### src/rtl/decoder_scan_nx_pkg.sv
// Shared encodings and helpers for the registered one-hot decoder family.
package dec_pkg;

    typedef enum logic [1:0] {
        S_IDLE   = 2'd0,
        S_DIRECT = 2'd1,
        S_SCAN   = 2'd2
    } state_t;

    localparam logic MODE_DIRECT = 1'b0;
    localparam logic MODE_SCAN   = 1'b1;
    localparam logic DIR_UP      = 1'b0;
    localparam logic DIR_DOWN    = 1'b1;

    // Widest address the helper decodes; callers cast down to their own width.
    localparam int unsigned ADDR_W = 8;
    localparam int unsigned MAX_DW = 2**ADDR_W;

    function automatic logic [MAX_DW-1:0] onehot(input logic [ADDR_W-1:0] addr);
        logic [MAX_DW-1:0] r;
        r = '0;
        r[addr] = 1'b1;
        return r;
    endfunction

endpackage

### src/rtl/decoder_scan_nx_dwell_timer.sv
// Dwell counter for scan mode: counts 0..DWELL-1 while run is high, tick on the last count.
module dwell_timer #(
    parameter int unsigned DWELL = 4
) (
    input  logic clk,
    input  logic rst,
    input  logic clr,
    input  logic run,
    output logic tick
);

    localparam int unsigned CW = (DWELL > 1) ? $clog2(DWELL) : 1;
    localparam logic [CW-1:0] LAST = CW'(DWELL - 1);

    logic [CW-1:0] count;

    assign tick = run && (count == LAST);

    always_ff @(posedge clk) begin
        if (rst || clr) begin
            count <= '0;
        end else if (run) begin
            count <= (count == LAST) ? '0 : count + CW'(1);
        end
    end

endmodule

### src/rtl/decoder_scan_nx.sv
// Registered AW-to-2**AW one-hot decoder with optional auto-scan.
// Scan mode, dwell timer and wrap flag are built only when DECODER_SCAN_EN is defined.
module decoder_scan_nx
    import dec_pkg::*;
#(
    parameter int unsigned AW    = 3,
    parameter int unsigned DWELL = 4
) (
    input  logic              clk,
    input  logic              rst,
    input  logic              en,
    input  logic              mode,
    input  logic              dir,
    input  logic              load,
    input  logic [AW-1:0]     add,
    output logic [2**AW-1:0]  dout,
    output logic [AW-1:0]     cur_add,
    output logic              wrap
);

    localparam int unsigned DW = 2**AW;

    state_t state;

    function automatic logic [DW-1:0] dec(input logic [AW-1:0] a);
        return DW'(onehot(ADDR_W'(a)));
    endfunction

`ifdef DECODER_SCAN_EN

    logic          scan_req;
    logic          in_scan;
    logic          tmr_run;
    logic          tmr_clr;
    logic          tick;
    logic [AW-1:0] step_add;
    logic          step_wraps;

    assign scan_req = en && (mode == MODE_SCAN);
    assign in_scan  = (state == S_SCAN);
    // Timer only runs once already in scan; entry and load both restart a full dwell.
    assign tmr_run  = scan_req && in_scan;
    assign tmr_clr  = !tmr_run || load;

    dwell_timer #(
        .DWELL (DWELL)
    ) u_dwell (
        .clk  (clk),
        .rst  (rst),
        .clr  (tmr_clr),
        .run  (tmr_run),
        .tick (tick)
    );

    always_comb begin
        step_add   = (dir == DIR_DOWN) ? cur_add - AW'(1) : cur_add + AW'(1);
        step_wraps = (dir == DIR_DOWN) ? (cur_add == '0) : (cur_add == '1);
    end

    always_ff @(posedge clk) begin
        if (rst) begin
            state   <= S_IDLE;
            dout    <= '0;
            cur_add <= '0;
            wrap    <= 1'b0;
        end else if (!en) begin
            state <= S_IDLE;
            dout  <= '0;
            wrap  <= 1'b0;
        end else if (mode == MODE_DIRECT) begin
            state   <= S_DIRECT;
            cur_add <= add;
            dout    <= dec(add);
            wrap    <= 1'b0;
        end else begin
            state <= S_SCAN;
            wrap  <= 1'b0;
            if (!in_scan) begin
                dout <= dec(cur_add);
            end else if (load) begin
                cur_add <= add;
                dout    <= dec(add);
            end else if (tick) begin
                cur_add <= step_add;
                dout    <= dec(step_add);
                wrap    <= step_wraps;
            end else begin
                dout <= dec(cur_add);
            end
        end
    end

`else

    logic unused_inputs;
    assign unused_inputs = ^{mode, dir, load, state};

    always_ff @(posedge clk) begin
        if (rst) begin
            state   <= S_IDLE;
            dout    <= '0;
            cur_add <= '0;
            wrap    <= 1'b0;
        end else if (!en) begin
            state <= S_IDLE;
            dout  <= '0;
            wrap  <= 1'b0;
        end else begin
            state   <= S_DIRECT;
            cur_add <= add;
            dout    <= dec(add);
            wrap    <= 1'b0;
        end
    end

`endif

endmodule

### config.mk
export PLATFORM = sky130hd
export DESIGN_NAME = decoder_scan_nx
export DESIGN_NICKNAME = d
export VERILOG_FILES = /design/src/rtl/decoder_scan_nx_pkg.sv /design/src/rtl/decoder_scan_nx_dwell_timer.sv /design/src/rtl/decoder_scan_nx.sv
export SDC_FILE = /design/constraint.sdc
export NUM_CORES = 1
export LEC_CHECK = 0
export CAP_MARGIN = 10
export CORE_MARGIN = 3
export CORE_UTILIZATION = 24
export CTS_CLUSTER_DIAMETER = 80
export DETAILED_ROUTE_END_ITERATION = 10
export SLEW_MARGIN = 15
export SYNTH_ARGS = -nofsm -noshare
export SYNTH_HDL_FRONTEND = slang
export SYNTH_SLANG_ARGS = --single-unit
### constraint.sdc
create_clock -name clk -period 0.8 [get_ports clk]
set_input_delay 0.08 -clock clk [delete_from_list [all_inputs] [get_ports clk]]
set_output_delay 0.08 -clock clk [all_outputs]
set_load 0.1 [all_outputs]
==> results.ini, run 1 <==
[logic_synthesis]
syn_area_per_cell_um2 = 10.6
ys_seq_area_share_pct = 64.7
synthesis.nets = 41
synth_seq_cells = 11
muxShareOfSynthArea_pct = 5.88
ys_warn_count = 0
synth_compound_gate_area_share_pct = 1.47
postSynthCellCount = 32
synth_simple_gate_area_share_pct = 24.6
synth-xor-area-share_pct = 0
yosysUniqueCellTypes = 11
synth_top_family_by_area = simple AND/OR/NAND/NOR gates
synthesis.area_um2 = 340
synthAdderAreaFrac_pct = 0

[worst_setup_path]
startpoint_type = flop
crit_slowest_cell = dfxtp_4
r2r_start = cur_add[1]
max_stage_delay_ns = 0.36
worst-path-buf-inv = 1
reg2reg_slack_ns = 0.16
r2r-end = cur_add[1]
reg2regPathDepth = 2
path_cells = buf_12
crit_fanout = 2
worstSetupPathType = flop to primary output
arrival_ns = 0.79
end_kind = primary output
critPathTopFamily = flip-flops
required_ns = 0.72

[clock_tree]
htreeDepth = 1
cts_buffers = 3
cts_tree = built
clk_pin_slew_worst_paths_ns = 0.06
cts_hold_buf = 0
clk_latency_ns = 0.26
clock_path_buffers = 2
clkSinkCount = 11
clk_root_buffer_cell = clkbuf_4

[place]
gp_congestion = 0.748
dp_slack_ns = -0.352
place.detailed.hpwl_um = 599
portBuffers = 16

[global_routing]
grt_usage_pct = 8.50
antenna_found_initial = 0
first_global_vias = 282
overflow = 0
grt_max_degree = 7
grt_pass1_wl_mm = 1.15

[hold_path]
min_to = cur_add[1]
min_path_type = input pin to flop
hold_start = add[1]
hold_depth = 3

[finish]
multi_input_area_um2 = 124
final_nets = 65
n_fill_cell = 102
ff_latch_area_um2 = 239
diodes = 0
areaGrowthSynthToFinish_pct = 106
drive_gt1_share_pct = 58.2

[pwr]
ir_drop_uv = 934
p_leak_nw = 0.289
p_per_area_nw_per_um2 = 1730

[outcome]
violations = setup timing
status = finished with violations

[timing]
min_period_ns = 0.869
tns_ns = -0.579
setup_viol = 11
rsz0062_at_grt = true
holdWs_ns = 0.260
clock_skew_ns = 0
max_freq_ghz = 1.15
period_share_pct = 109
layout_setup_ws_ns = -0.0687
hold_viol_final = 0
maxSlewViolCount = 0

[drt]
wl_met3_um = 71
wl_met2_um = 338
routedWlPerCell_um = 10.2
routed_via_density = 4.22
via_count = 291
drt-total-wl_um = 701
firstDrtPassIters = 2
drt_iter0_markers = 4
ant_nets = 0
dr.max_layer_used = met4
wl_met1_um = 268
drc = 0

[flow_run]
drv_cap = 0

[die]
io_pins = 21
initial_utilization_pct = 28.0
die_area_um2 = 1910
core_um2 = 1220
row_count = 12
die_h_um = 43.7
die_x_um = 43.7

## sequential cells by signal (all words and copies together) (netlist names)
register,flops
cur_add,3
dout,8
## cell usage in the layout, fill, tap and decap left out
master / instances
mux2i_1: 2
or3b_1: 1
nor4_2: 1
nand3b_1: 1
buf_12: 11
a21oi_1: 1
nand2b_1: 2
buf_4: 4
conb_1: 1
clkdlybuf4s50_1: 1
clkbuf_4: 3
dfxtp_4: 2
or3b_4: 1
nor4_1: 1
dlygate4sd2_1: 4
dfxtp_2: 9
nor2_1: 8
clkbuf_1: 1
nand2_2: 1
## area by class of cell
cell class              instances  area share [%]
multi-input cells              20            17.6
flip-flops and latches         11            34.0
well taps                      14            2.50
clock buffers                   4            3.74
repair buffers                 20            42.1
## what timing repair did
item	4_1_cts	5_1_grt
endpoints found under the setup margin	17	12
endpoints found under the hold margin	0	0
pin swaps	0	0
setup buffers	0	0
gates resized for setup	6	1
## layer usage
metal | GRT usage (%) | vias to the layer above
met3 | 2.90 | 3
li1 | - | 150
met1 | 8.46 | 123
met5 | 0 | -
met2 | 13.1 | 15
met4 | 9.04 | 0
## report_power, final
part / total (W) / internal, W / leakage [nW] / switching, W
Clock: 0.000356 / 0.000193 / 0.0150 / 0.000163
Sequential: 0.000577 / 0.000563 / 0.0951 / 0.0000142
Combinational: 0.000278 / 0.000102 / 0.179 / 0.000176
## cells in the mapped netlist (all sizes together)
| library cell | number | area [µm²] |
|---|---|---|
| nand2b | 2 | 12.5 |
| nor2 | 8 | 30.0 |
| dfxtp | 11 | 220 |
| buf | 1 | 7.51 |
| nor4 | 2 | 12.5 |
| conb | 1 | 3.75 |
| a21oi | 1 | 5.00 |
| or3b | 2 | 17.5 |
| mux2i | 2 | 20.0 |
| nand2 | 1 | 3.75 |
| nand3b | 1 | 7.51 |
## logic make-up after synthesis
family                 count (synthesis)
buffers and inverters                  1
multiplexers                           2
flip-flops                            11
AO/OA/AOI/OAI                          1
AND/OR/NAND/NOR                       16
other                                  1
## worst max path at each step
stage | start | end | slack [ns] | cells past startpoint
2_1_floorplan | cur_add[2] | cur_add[2] | -0.14 | 2
3_3_place_gp | add[0] | dout[5] | -0.33 | 3
3_5_place_dp | en | dout[4] | -0.35 | 3
4_1_cts | cur_add[1] | cur_add[1] | -0.08 | 1
5_1_grt | cur_add[1] | cur_add[1] | -0.10 | 1
6_report | cur_add[1] | cur_add[1] | -0.07 | 1
## metrics by stage
stage                     instances  total power, W  utilization [%]  cell area (µm²)
final                            69         0.00121             57.7              702
after detailed placement         65        0.000870             55.0              669
after global routing             69         0.00128             57.7              702
after global placement           65        0.000866             55.0              669
after floorplan                  32        0.000744                -              359
after CTS                        69         0.00123             57.2              696
(Power assumes the default switching activity.)
==> run 2: changes to the inputs <==
--- a/config.mk
+++ b/config.mk
@@ -6,7 +6,7 @@
 export NUM_CORES = 1
 export LEC_CHECK = 0
 export CAP_MARGIN = 10
-export CORE_MARGIN = 3
+export CORE_MARGIN = 2
 export CORE_UTILIZATION = 24
 export CTS_CLUSTER_DIAMETER = 80
 export DETAILED_ROUTE_END_ITERATION = 10
==> run 2 against run 1 <==
Hold slack better by 0.0077 ns. Maximum frequency hardly changed. Clock skew did not move. The flow still finishes with violations (setup timing). Clock power is 2% higher. Non-clock buffer count down 1. Global-route usage decreased by 0.36 points.
==> results.ini, run 2 (synthesis gave the netlist of run 1 again) <==
[outcome]
status = finished with violations
violations = setup timing

[die]
die_area_um2 = 1740  ; -9.0%
die_x_um = 41.7  ; -4.6%
initial_utilization_pct = 25.8  ; -2.2 points
die_h_um = 41.7  ; -4.6%
io_pins = 21  ; unchanged
core_um2 = 1320  ; +8.3%
row_count = 13  ; +1

[flow_run]
drv_cap = 0  ; unchanged

[worst_setup_path]
required_ns = 0.72  ; about the same
worst-path-buf-inv = 1  ; unchanged
worstSetupPathType = flop to primary output
end_kind = primary output
startpoint_type = flop
arrival_ns = 0.79  ; about the same
cp.depth = 1  ; unchanged
worstSetupStartpoint = cur_add[2]
max_stage_delay_ns = 0.35  ; about the same
r2r_start = cur_add[0]
crit_slowest_cell = dfxtp_2
path_cells = buf_12
critPathTopFamily = flip-flops
reg2regPathDepth = 2  ; unchanged
crit_fanout = 2  ; unchanged

[timing]
hold_viol_final = 0  ; unchanged
maxSlewViolCount = 0  ; unchanged
min_period_ns = 0.868  ; -0.000289 ns
rsz0062_at_grt = true
period_share_pct = 109  ; about the same
clock_skew_ns = 0  ; unchanged
setup_viol = 11  ; unchanged
layout_setup_ws_ns = -0.0684  ; +0.000289 ns
max_freq_ghz = 1.15  ; about the same
holdWs_ns = 0.267  ; +0.00768 ns

[finish]
ff_latch_area_um2 = 239  ; unchanged
drive_gt1_share_pct = 53.7  ; -4.5 points
diodes = 0  ; unchanged
final_nets = 64  ; -1.5%
reg_top3 = dout (8), cur_add (3)
largest_register_ffs = 8  ; unchanged
n_fill_cell = 115  ; +13%
final_cells = 69  ; unchanged
final_common_cell = buf_12
top_register = dout
areaGrowthSynthToFinish_pct = 102
multi_input_area_um2 = 115  ; -7.1%
mostFrequentLayoutCells = buf_12, dfxtp_2, nor2_1

[clock_tree]
clk_root_buffer_cell = clkbuf_4
clock_path_buffers = 2  ; unchanged
clkSinkCount = 11  ; unchanged
post-cts-setup-buffers = 0  ; unchanged
cts_buffers = 3  ; unchanged
clk_pin_slew_worst_paths_ns = 0.07  ; about the same
clk_latency_ns = 0.26  ; about the same
cts_hold_buf = 0  ; unchanged
cts_tree = built
htreeDepth = 1  ; unchanged

[pwr]
p_total_w = 0.00121  ; -0.14%
ir_drop_uv = 836  ; -11%
p_leak_nw = 0.283  ; -2.0%
p_per_area_nw_per_um2 = 1760  ; +2.0%

[global_routing]
grt_max_degree = 7  ; unchanged
first_global_vias = 257  ; -8.9%
grt_usage_pct = 8.14  ; -0.36 points
antenna_found_initial = 0  ; unchanged
overflow = 0  ; unchanged
grt_pass1_wl_mm = 1.02  ; -11%

[drt]
drt_iter0_markers = 2  ; -2
ant_nets = 0  ; unchanged
drt-total-wl_um = 685  ; -2.3%
firstDrtPassIters = 4  ; +2
via_count = 283  ; -2.7%
routed_via_density = 4.10  ; -2.7%
drc = 0  ; unchanged
routedWlPerCell_um = 9.93  ; -2.3%

[hold_path]
min_path_type = input pin to flop
hold_depth = 3  ; unchanged
hold_start = rst

[place]
dp_cells = 65  ; unchanged
portBuffers = 16  ; unchanged
gp_congestion = 0.660  ; -12%
place.detailed.hpwl_um = 543  ; -9.4%
dp_slack_ns = -0.353  ; -0.000149 ns

[run 2: changes by cell type in the layout (fill, tap and decap cells not counted)]
cell / before / now
buf_4: 4 / 3
nor4_1: 1 / 2
nor4_2: 1 / 0
or3b_1: 1 / 2
or3b_4: 1 / 0
[run 2: cell type report]
| cell class | count | share of cell area, % |
|---|---|---|
| Clock buffer | 4 | 3.83 |
| Multi-Input combinational cell | 20 | 16.8 |
| Sequential cell | 11 | 34.8 |
| Tap cell | 15 | 2.73 |
| Timing Repair Buffer | 19 | 41.9 |
[run 2: worst min-delay path, stage by stage]
cell           delay [ns]
dlygate4sd2_1        0.24
or3b_1               0.14
nor2_1               0.04
[run 2: power breakdown]
| part | switching [W] | leakage [nW] | internal (W) |
|---|---|---|---|
| combinational | 0.000173 | 0.173 | 0.0000968 |
| clock | 0.000170 | 0.0150 | 0.000193 |
| sequential | 0.0000141 | 0.0951 | 0.000562 |
| total | 0.000357 | 0.283 | 0.000852 |
[run 2: stage by stage]
| step | setup TNS (ns) | util, % | instance area [µm²] |
|---|---|---|---|
| 3_3_place_gp | -3.06 | 50.3 | 663 |
| 5_1_grt | -0.868 | 52.1 | 687 |
| 4_1_cts | -0.732 | 52.1 | 687 |
| 3_5_place_dp | -3.11 | 50.3 | 663 |
| 6_report | -0.592 | 52.1 | 687 |
| 2_1_floorplan | -0.139 | - | 359 |
[run 2: path summary, 6_finish.rpt]
path	to	slack (ns)
max	cur_add[2]	-0.07
min	dout[1]	0.27
max reg2reg	cur_add[0]	0.16
min reg2reg	cur_add[2]	0.50
[run 2: per-layer routing]
| layer | vias to the layer above | share of wire [%] | global-route usage (%) | wire length, µm |
|---|---|---|---|---|
| met1 | 124 | 42 | 8.09 | 285 |
| li1 | 147 | - | - | - |
| met4 | 0 | 0 | 3.87 | 0 |
| met3 | 0 | 7.9 | 4.35 | 54 |
| met2 | 12 | 50 | 13.8 | 344 |
| met5 | - | 0 | 0 | 0 |
[run 2: repair_timing]
item | 4_1_cts | 5_1_grt
setup endpoints to repair | 18 | 11
pin swaps | 1 | 0
resized for setup | 5 | 0
==> variant (config.mk and constraints of run 2) <==
The parameter `AW` goes from 3 to 4.
--- a/src/rtl/decoder_scan_nx.sv
+++ b/src/rtl/decoder_scan_nx.sv
@@ -5,3 +5,3 @@
 #(
-    parameter int unsigned AW    = 3,
+    parameter int unsigned AW    = 4,
     parameter int unsigned DWELL = 4
Ports: changed (resized add, cur_add and dout); port bits go from 21 to 31. The function was not compared with the original's and may differ.
==> variant against run 2 <==
The flow still finishes with violations (negative setup slack); worst setup slack worse by 41 ps; synthesized area is 79% higher; synthesized cell count is 69% higher; maximum frequency is 4.5% lower; cell area is 75% higher; sequential cell count is 9 higher; total power is 61% higher; first-iteration DRC count stayed put; critical path depth stayed put; wire length is 75% higher.
==> variant: results (changes against run 2) <==
| Metric | Value |
|---|---|
| WL met3 | 126 um (+130%) |
| Clk slew on worst S/H paths | 110 ps (+40 ps) |
| Syn_nets | 64 (+56%) |
| Compound-Gate Fraction of Synth Area | 0 (-0.0147) |
| Total track usage | 0.0937 (+0.0123) |
| Delay-heaviest family, CP | flip-flops |
| Aggregate global routing overflow | 0 (unchanged) |
| Clk Latency, worst-skew pair | 280 ps (+20 ps) |
| Final Skew | 0 ps (unchanged) |
| Critical path fanouts, max | 2 (unchanged) |
| H-Tree Depth | 1 (unchanged) |
| Xor-xnor portion of the synthesized cell area | 0 (unchanged) |
| Root buf cell | clkbuf_4 |
| Synth area leaders | dfxtp_1 (66%), nor2_1 (9.9%), mux2i_1 (6.6%) |
| Final setup viols | 20 (+9) |
| Largest net degree at the start of global routing | 12 (+5) |
| Global-route wire length before repair | 1.95 mm (+90%) |
| CP max stage cell | dfxtp_4 |
| Highest routed layer | met4 |
| IO Port Bufs | 26 (+10) |
| GPL Wtd Cong | 0.829 (+26%) |
| Async set-reset flop share out of synthesis | 0 (unchanged) |
| Worst VDD drop | 0.910 mV (+8.8%) |
| Antenna cells | 0 (unchanged) |
| Pre-Repair DR Iteration Count | 3 (-1) |
| Seq/Total Area, Yosys | 0.657 (+0.0100) |
| Biggest regs | dout: 16 flops, cur_add: 4 flops |
| M1 WL | 542 um (+90%) |
| Vias per cell | 4.02 (-2.1%) |
| Status | complete, but fails checks |
| Slowest cell delay on critical path | 370 ps (+20 ps) |
| Mux contribution to synthesized area | 0.0657 (+0.00688) |
| Post-synthesis cell type count | 13 (+2) |
| Post-route setup slack | -109 ps (-40.6 ps) |
| Vias in the first global route | 414 (+61%) |
| Wire per inst | 10.2 um (+2.3%) |
| Setup TNS | -1860 ps (-1270 ps) |
| Hold/Removal Path Class | in2reg |
| Initial antenna violation count | 0 (unchanged) |
| Synth cell count leaders | dfxtp_1 (20), nor2_1 (16), mux2i_1 (4) |
| Filler cell count | 222 (+93%) |
| Bufs on Longest Clock Path | 2 (unchanged) |
| Met2 WL | 520 um (+51%) |
| Crit path from | cur_add[3] |
| Synth Area in Adders | 0 (unchanged) |
| Launch point of the worst reg-to-reg path | cur_add[2] |
| Failing checks | negative setup slack |
| Static Leak | 0.484 nW (+71%) |
| CTS buffer count | 3 (unchanged) |
| Arr. time, crit path | 830 ps (+40 ps) |
| Hold_sp | rst |
| Yosys Warn Count | 0 (unchanged) |
| Number of DRC markers in iteration 0 | 2 (unchanged) |
| Final nets | 99 (+55%) |
| Post-DP HPWL | 1.01 mm (+86%) |
| Layout cells sized above 1 | 0.602 (+0.0652) |
[variant: cell types whose count changed after synthesis, sizes merged, moves of 2 or more]
cell,delta
nor2,+8
nor3,+4
mux2i,+2
dfxtp,+9
or3b,-2
nor4,-2
nand4bb,+2
[variant: logic make-up (layout without fill, tap and decap cells)]
logic type,after synthesis,count (layout)
simple gates,27,27
other cells,1,1
mux,4,4
buf+inv,2,36
flops,20,20
[variant: worst min-delay path, stage by stage]
cell and delay [ps]:
clkdlybuf4s15_1 180, buf_4 140, nor2_1 40
[variant: timing repair]
item                                    CTS  global route
buffers inserted                          0             0
endpoints found under the setup margin   38            21
pin swaps                                 2             2
resized for setup                         7             1
[variant: report_power, final]
part / switching (W) / internal (W) / total (W)
Clock: 0.000277 / 0.000277 / 0.000554
Combinational: 0.000228 / 0.000138 / 0.000366
Sequential: 0.0000190 / 0.00101 / 0.00103
[variant: final timing paths]
path	endpoint	slack, ps	cells after the start
min	cur_add[3]	180	3
min reg2reg	cur_add[1]	540	2
max reg2reg	cur_add[2]	160	2
max	cur_add[3]	-110	1
[variant: through the flow]
step	utilization	cells	area [sq um]	worst slack [ps]	hold WS, ps
after global placement	0.479	114	1170	-461	513
after floorplan	-	54	646	-122	141
after detailed placement	0.479	114	1170	-482	508
after global routing	0.495	118	1200	-152	187
after CTS	0.494	118	1200	-120	178
final	0.495	118	1200	-109	181
[variant: final cells by class]
type,instances,share of cell area
clock buffers,4,0.0301
repair buffers,32,0.419
multi-input cells,32,0.160
flip-flops and latches,20,0.360
well taps,30,0.0312
[variant: metal layers]
metal,GRT usage,up-vias
met5,0,-
met3,0.0219,2
met4,0.0500,0
met1,0.125,205
met2,0.139,24
li1,-,243
